<file path="src/rtl/io_bus_memory_responder.sv">
// Far-end responder for the 8-bit CPU I/O pin bus: instruction and data
// memory, byte-serial instruction/load-data delivery (LSB first), and
// byte-serial capture of store/load/jump address and data words.
module io_bus_memory_responder #(
  parameter int          IMEM_WORDS = 64,
  parameter int          DMEM_WORDS = 64,
  parameter logic [31:0] RESET_PC   = 32'h0
) (
  input  logic        clk,
  input  logic        rst,
  input  logic [1:0]  io_phase,
  input  logic [1:0]  io_op,
  input  logic [7:0]  addr_in,
  input  logic [7:0]  data_in,
  output logic [7:0]  data_out,
  input  logic        ld_en,
  input  logic        ld_sel,
  input  logic [7:0]  ld_addr,
  input  logic [31:0] ld_data,
  output logic [31:0] pc_out,
  output logic [15:0] fetch_count,
  output logic        proto_err
);

  localparam int          IA      = $clog2(IMEM_WORDS);
  localparam int          DA      = $clog2(DMEM_WORDS);
  localparam logic [31:0] PC_MASK = 32'(4 * IMEM_WORDS - 1);

  typedef enum logic [1:0] {
    PH_IDLE  = 2'b00,
    PH_FETCH = 2'b01,
    PH_WORD  = 2'b10,
    PH_READ  = 2'b11
  } phase_t;

  typedef enum logic [1:0] {
    OP_STORE = 2'b00,
    OP_LOAD  = 2'b01,
    OP_JUMP  = 2'b10,
    OP_RSVD  = 2'b11
  } op_t;

  logic [31:0] imem [IMEM_WORDS];
  logic [31:0] dmem [DMEM_WORDS];

  phase_t      phase, prev_phase;
  op_t         op_r;
  logic [2:0]  byte_cnt, byte_cnt_nxt, k;
  logic [23:0] addr_sr, data_sr;
  logic [31:0] rd_word, fetch_word, word_addr, word_data;
  logic        load_pending;
  logic        active, last, abort, overrun, err_set;
  logic        fetch_done, word_done, read_done, ld_ok;
  logic        unused_bits;

  assign phase      = phase_t'(io_phase);
  assign fetch_word = imem[pc_out[IA+1:2]];
  assign word_addr  = {addr_in, addr_sr};
  assign word_data  = {data_in, data_sr};
  assign unused_bits = ^{ld_addr, word_addr[31:DA+2], word_addr[1:0]};

  // Byte index of the current cycle, transaction boundaries and error sources.
  // The index is forced to 0 on a phase change so byte 0 is served in the
  // very first cycle of a phase even though the counter is registered.
  always_comb begin
    k            = (phase != prev_phase) ? 3'd0 : byte_cnt;
    active       = (phase != PH_IDLE) && (k != 3'd4);
    last         = active && (k == 3'd3);
    overrun      = (phase != PH_IDLE) && (k == 3'd4);
    abort        = (phase != prev_phase) && (prev_phase != PH_IDLE) && (byte_cnt != 3'd4);
    fetch_done   = last && (phase == PH_FETCH);
    word_done    = last && (phase == PH_WORD);
    read_done    = last && (phase == PH_READ) && load_pending;
    ld_ok        = ld_en && (phase == PH_IDLE);
    byte_cnt_nxt = '0;
    if (phase != PH_IDLE)
      byte_cnt_nxt = (k == 3'd4) ? 3'd4 : k + 3'd1;
    err_set = abort || overrun
           || (ld_en && (phase != PH_IDLE))
           || (word_done && (op_r == OP_RSVD))
           || ((phase == PH_READ) && active && !load_pending);
  end

  // Byte returned to the CPU side, selected by phase and byte index.
  always_comb begin
    data_out = '0;
    if (active && (phase == PH_FETCH))
      data_out = fetch_word[{k[1:0], 3'b000} +: 8];
    else if (active && (phase == PH_READ) && load_pending)
      data_out = rd_word[{k[1:0], 3'b000} +: 8];
  end

  // Phase tracking, word capture, commits and status registers.
  always_ff @(posedge clk) begin
    if (rst) begin
      prev_phase   <= PH_IDLE;
      byte_cnt     <= '0;
      op_r         <= OP_STORE;
      addr_sr      <= '0;
      data_sr      <= '0;
      rd_word      <= '0;
      load_pending <= 1'b0;
      pc_out       <= RESET_PC;
      fetch_count  <= '0;
      proto_err    <= 1'b0;
    end else begin
      prev_phase <= phase;
      byte_cnt   <= byte_cnt_nxt;
      if (err_set)
        proto_err <= 1'b1;
      if (active && (phase == PH_WORD)) begin
        if (k == 3'd0)
          op_r <= op_t'(io_op);
        if (k != 3'd3) begin
          addr_sr[{k[1:0], 3'b000} +: 8] <= addr_in;
          data_sr[{k[1:0], 3'b000} +: 8] <= data_in;
        end
      end
      if (fetch_done) begin
        pc_out <= (pc_out + 32'd4) & PC_MASK;
        if (fetch_count != 16'hFFFF)
          fetch_count <= fetch_count + 16'd1;
      end
      if (word_done && (op_r == OP_LOAD)) begin
        rd_word      <= dmem[word_addr[DA+1:2]];
        load_pending <= 1'b1;
      end
      if (word_done && (op_r == OP_JUMP))
        pc_out <= word_addr & ~32'd3;
      if (read_done)
        load_pending <= 1'b0;
    end
  end

  // Memory writes: preload in IDLE and STORE commits; never under reset.
  always_ff @(posedge clk) begin
    if (!rst) begin
      if (ld_ok && !ld_sel)
        imem[ld_addr[IA-1:0]] <= ld_data;
      if (ld_ok && ld_sel)
        dmem[ld_addr[DA-1:0]] <= ld_data;
      if (word_done && (op_r == OP_STORE))
        dmem[word_addr[DA+1:2]] <= word_data;
    end
  end

endmodule

</file>
<file path="config.mk">
export PLATFORM = sky130hd
export DESIGN_NAME = io_bus_memory_responder
export DESIGN_NICKNAME = d
export VERILOG_FILES = /design/src/rtl/io_bus_memory_responder.sv
export SDC_FILE = /design/constraint.sdc
export NUM_CORES = 2
export LEC_CHECK = 0
export BUFFER_PORTS_ARGS = -buffer_cell sky130_fd_sc_hd__buf_2
export CAP_MARGIN = 20
export CELL_PAD_IN_SITES_DETAIL_PLACEMENT = 1
export CELL_PAD_IN_SITES_GLOBAL_PLACEMENT = 1
export CORE_MARGIN = 8
export CORE_UTILIZATION = 43
export DETAILED_ROUTE_END_ITERATION = 16
export HOLD_SLACK_MARGIN = 0.05
export PLACE_DENSITY = 0.74
export RECOVER_POWER = 25
export SLEW_MARGIN = 20
export SYNTH_ARGS = -nofsm -noshare
export SYNTH_HDL_FRONTEND = slang
export SYNTH_SLANG_ARGS = --single-unit
</file>
<file path="constraint.sdc">
create_clock -name clk -period 7.63 [get_ports clk]
set_clock_uncertainty 0.1 [all_clocks]
set_input_delay 1.526 -clock clk [delete_from_list [all_inputs] [get_ports clk]]
set_output_delay 1.526 -clock clk [all_outputs]
set_load 0.02 [all_outputs]
</file>
==> qor.yml <==
floorplan:
  core-area_sq_mm: 0.3758
  die_x_um: 630.6
  die_h_um: 630.6
  std_cell_rows: 225
  io_pins: 121
  die_area_sq_mm: 0.3976
  initial_core_util_pct: 43.21
yosys:
  avgSynthCellArea_sq_um: 22.06
  yosysWarningCount: 0
  ys_async_sr_fraction_pct: 0
  synth_flop_cell: "edfxtp_1"
  postSynthCellCount: 7361
  netlist_area_sq_mm: 0.1624
  ys_types: 75
  synth_seq_area_share_pct: 77.44
  synth_edf_count: 4096
  synth-seq-cells: 4235
routing:
  via_count: 82752
  post_drt_via_cell_ratio: 6.287
  antenna_left: 0
  drt-wirelength-per-cell_um: 36.31
  firstDrtPassIters: 6
  drcViolationCount: 0
  routed_wirelength_mm: 477.9
  dr.first_iter.drc_count: 11481
finish:
  final_util_pct: 49.09
  layout-drive-gt1-share_pct: 28.58
  fill_cells: 33469
  final_cell_mix: "edfxtp_1, mux4_2, clkbuf_16"
  final_cells: 13163
  syn2layout_area_growth_pct: 13.60
  final_common_cell: "edfxtp_1"
  nNetsFinal: 7884
cts:
  cts-root-buf: "clkbuf_16"
  h-tree-depth: 5
  cts_hold_buf: 0
  cts_resized: 0
  cts_buffers: 407
  cts_tree: "built"
  clk_path_buf_depth: 4
  cts_setup_buffers: 0
  path_clk_slew_ns: 0.06
  cts.sinks: 4235
  clkLatencyLatePin_ns: 0.95
place:
  gp_congestion: 0.9182
  portBuffers: 116
  pre_cts_slack_ns: 0.8562
  dp_cells: 12399
  hpwl_mm: 281.5
sta:
  hold_viol: 0
  min_period_over_period_pct: 92.37
  slew_viol_final: 2096
  fin_tns_setup_ns: 0
  setup_viol_count_final: 0
  tightest_slew_ns: 4.067
  fin_crit_ns: 7.048
  fmax_mhz: 141.9
  slew_headroom_pct: -171.1
  grt_setup_unrepaired: "no"
  fin_ws_ns: 0.5822
pwr:
  p_comb_share_pct: 3.1
  peakVddDrop_mv: 0.2355
  pwr-share-seq_pct: 53.8
  internal_power_mw: 37.77
  total_power_mw: 47.49
  power_density_mw_per_mm2: 257.4
  pwr-share-clk_pct: 43.1
  p_leak_nw: 55.11
  switching_power_mw: 9.717
  p_sw_share_pct: 20.46
run:
  cap_violations: 33
setup_path:
  start_kind: "flip-flop"
  crit_path_max_incr_delay_ns: 1.07
  cp_cell_sequence: "buf_4 > inv_1 > buf_4 > and2_1 > a211oi_1 > a31oi_1 > o211ai_1 > o22a_1 > o21ai_0 > buf_2"
  worstSetupEndpointType: "primary output"
  crit_type: "reg -> out"
  worstPathRequired_ns: 6.00
  crit_path_frequent_cell: "buf_4"
  worstPathArrival_ns: 5.42
  cp_max_fo: 41
  slowest_stage: "dfxtp_4"
grt:
  grt_overflow_total: 0
  gr-usage-all-layers_pct: 23.35
  grt_pass1_wl_mm: 661.5
  grt_start_max_net_pins: 143
  antenna_found_initial: 41
  grt_pass1_vias: 85226
run_status:
  status: "finished, violations left"
  violations: "capacitance limit, slew limit"
min_path:
  hold_class: "reg -> reg"
[power by group through the flow]
stage	registers [mW]	logic [mW]	clock network [mW]
2_1_floorplan	26.0	0.732	0
6_report	25.6	1.47	20.5
5_1_grt	25.5	1.51	21.4
4_1_cts	25.5	1.46	20.6
3_3_place_gp	26.0	1.38	0
3_5_place_dp	26.0	1.45	0
[sequential cells by signal (all words and copies together), names as in the netlist, named ones only]
signal and count:
pc_out 30, imem 2048, load_pending 1, proto_err 1, prev_phase 2, dmem 2048, addr_sr 22, fetch_count 16
rd_word 32, data_sr 24, op_r 2, byte_cnt 3
[stage by stage]
step                area (sq um)  hold slack (ns)
CTS                       184600           0.3573
floorplan                 162400           0.3321
global route              184500           0.3798
detailed placement        171200           0.3478
global placement          171100           0.3400
finish                    184500           0.3582
[cells in the mapped netlist, drive strengths merged (24+ instances only)]
cell | instances | share of area, %
clkbuf | 191 | 0.44
a22oi | 101 | 0.47
o21ai | 35 | 0.11
a22o | 34 | 0.18
a21oi | 120 | 0.37
o22ai | 85 | 0.33
a211oi | 24 | 0.11
buf | 230 | 0.85
nor2 | 182 | 0.42
nand3 | 128 | 0.39
nor2b | 36 | 0.14
nand4 | 27 | 0.10
nand2b | 27 | 0.10
a221oi | 31 | 0.17
mux2i | 116 | 0.71
dfxtp | 139 | 1.7
edfxtp | 4096 | 76
mux4 | 1116 | 15
nand2 | 335 | 0.77
nor3 | 61 | 0.19
[final timing paths]
path,slack (ns),end,cells past startpoint,startpoint
setup / recovery,0.58,data_out[6],10,flip-flop
hold / removal,0.36,data_sr[7],2,data_sr[7]
setup reg to reg,1.97,dmem[16][7],10,byte_cnt[1]
hold reg to reg,0.36,data_sr[7],2,data_sr[7]
[logic make-up after synthesis]
logic type / Yosys count / synth area share, %
mux: 1252 / 16.33
flops: 4235 / 77.44
buf+inv: 432 / 1.312
xor+xnor: 22 / 0.1279
other cells: 1 / 0.002309
simple gates: 885 / 2.508
fa+ha+maj: 4 / 0.03082
compound gates: 530 / 2.246
[layer usage]
metal | up-vias | global-route usage [%] | part of all wire [%]
met3 | 1163 | 4.614 | 9.8
met5 | - | 0 | 0.014
met2 | 5177 | 38.86 | 49
met4 | 10 | 12.07 | 6.0
li1 | 32053 | - | -
met1 | 44349 | 29.21 | 35
[final cells by class]
class,instances,area [sq um],share of cell area [%]
clock inverters,241,2504,1.357
inverters,11,41.29,0.02238
well taps,4994,6248,3.387
diodes,19,47.55,0.02577
multi-input cells,2695,35570,19.28
flip-flops and latches,4235,125800,68.19
repair buffers,466,3431,1.859
clock buffers,502,10850,5.879
[critical path: cells and delay by family (launching register included)]
family / cells / cell delay [ns]
DFF: 1 / 1.07
buffers and inverters: 4 / 1.44
and+or+nand+nor: 1 / 0.22
AOI/OAI and AO/OA: 5 / 1.65
Note: power is estimated with default switching activity, not from simulation.
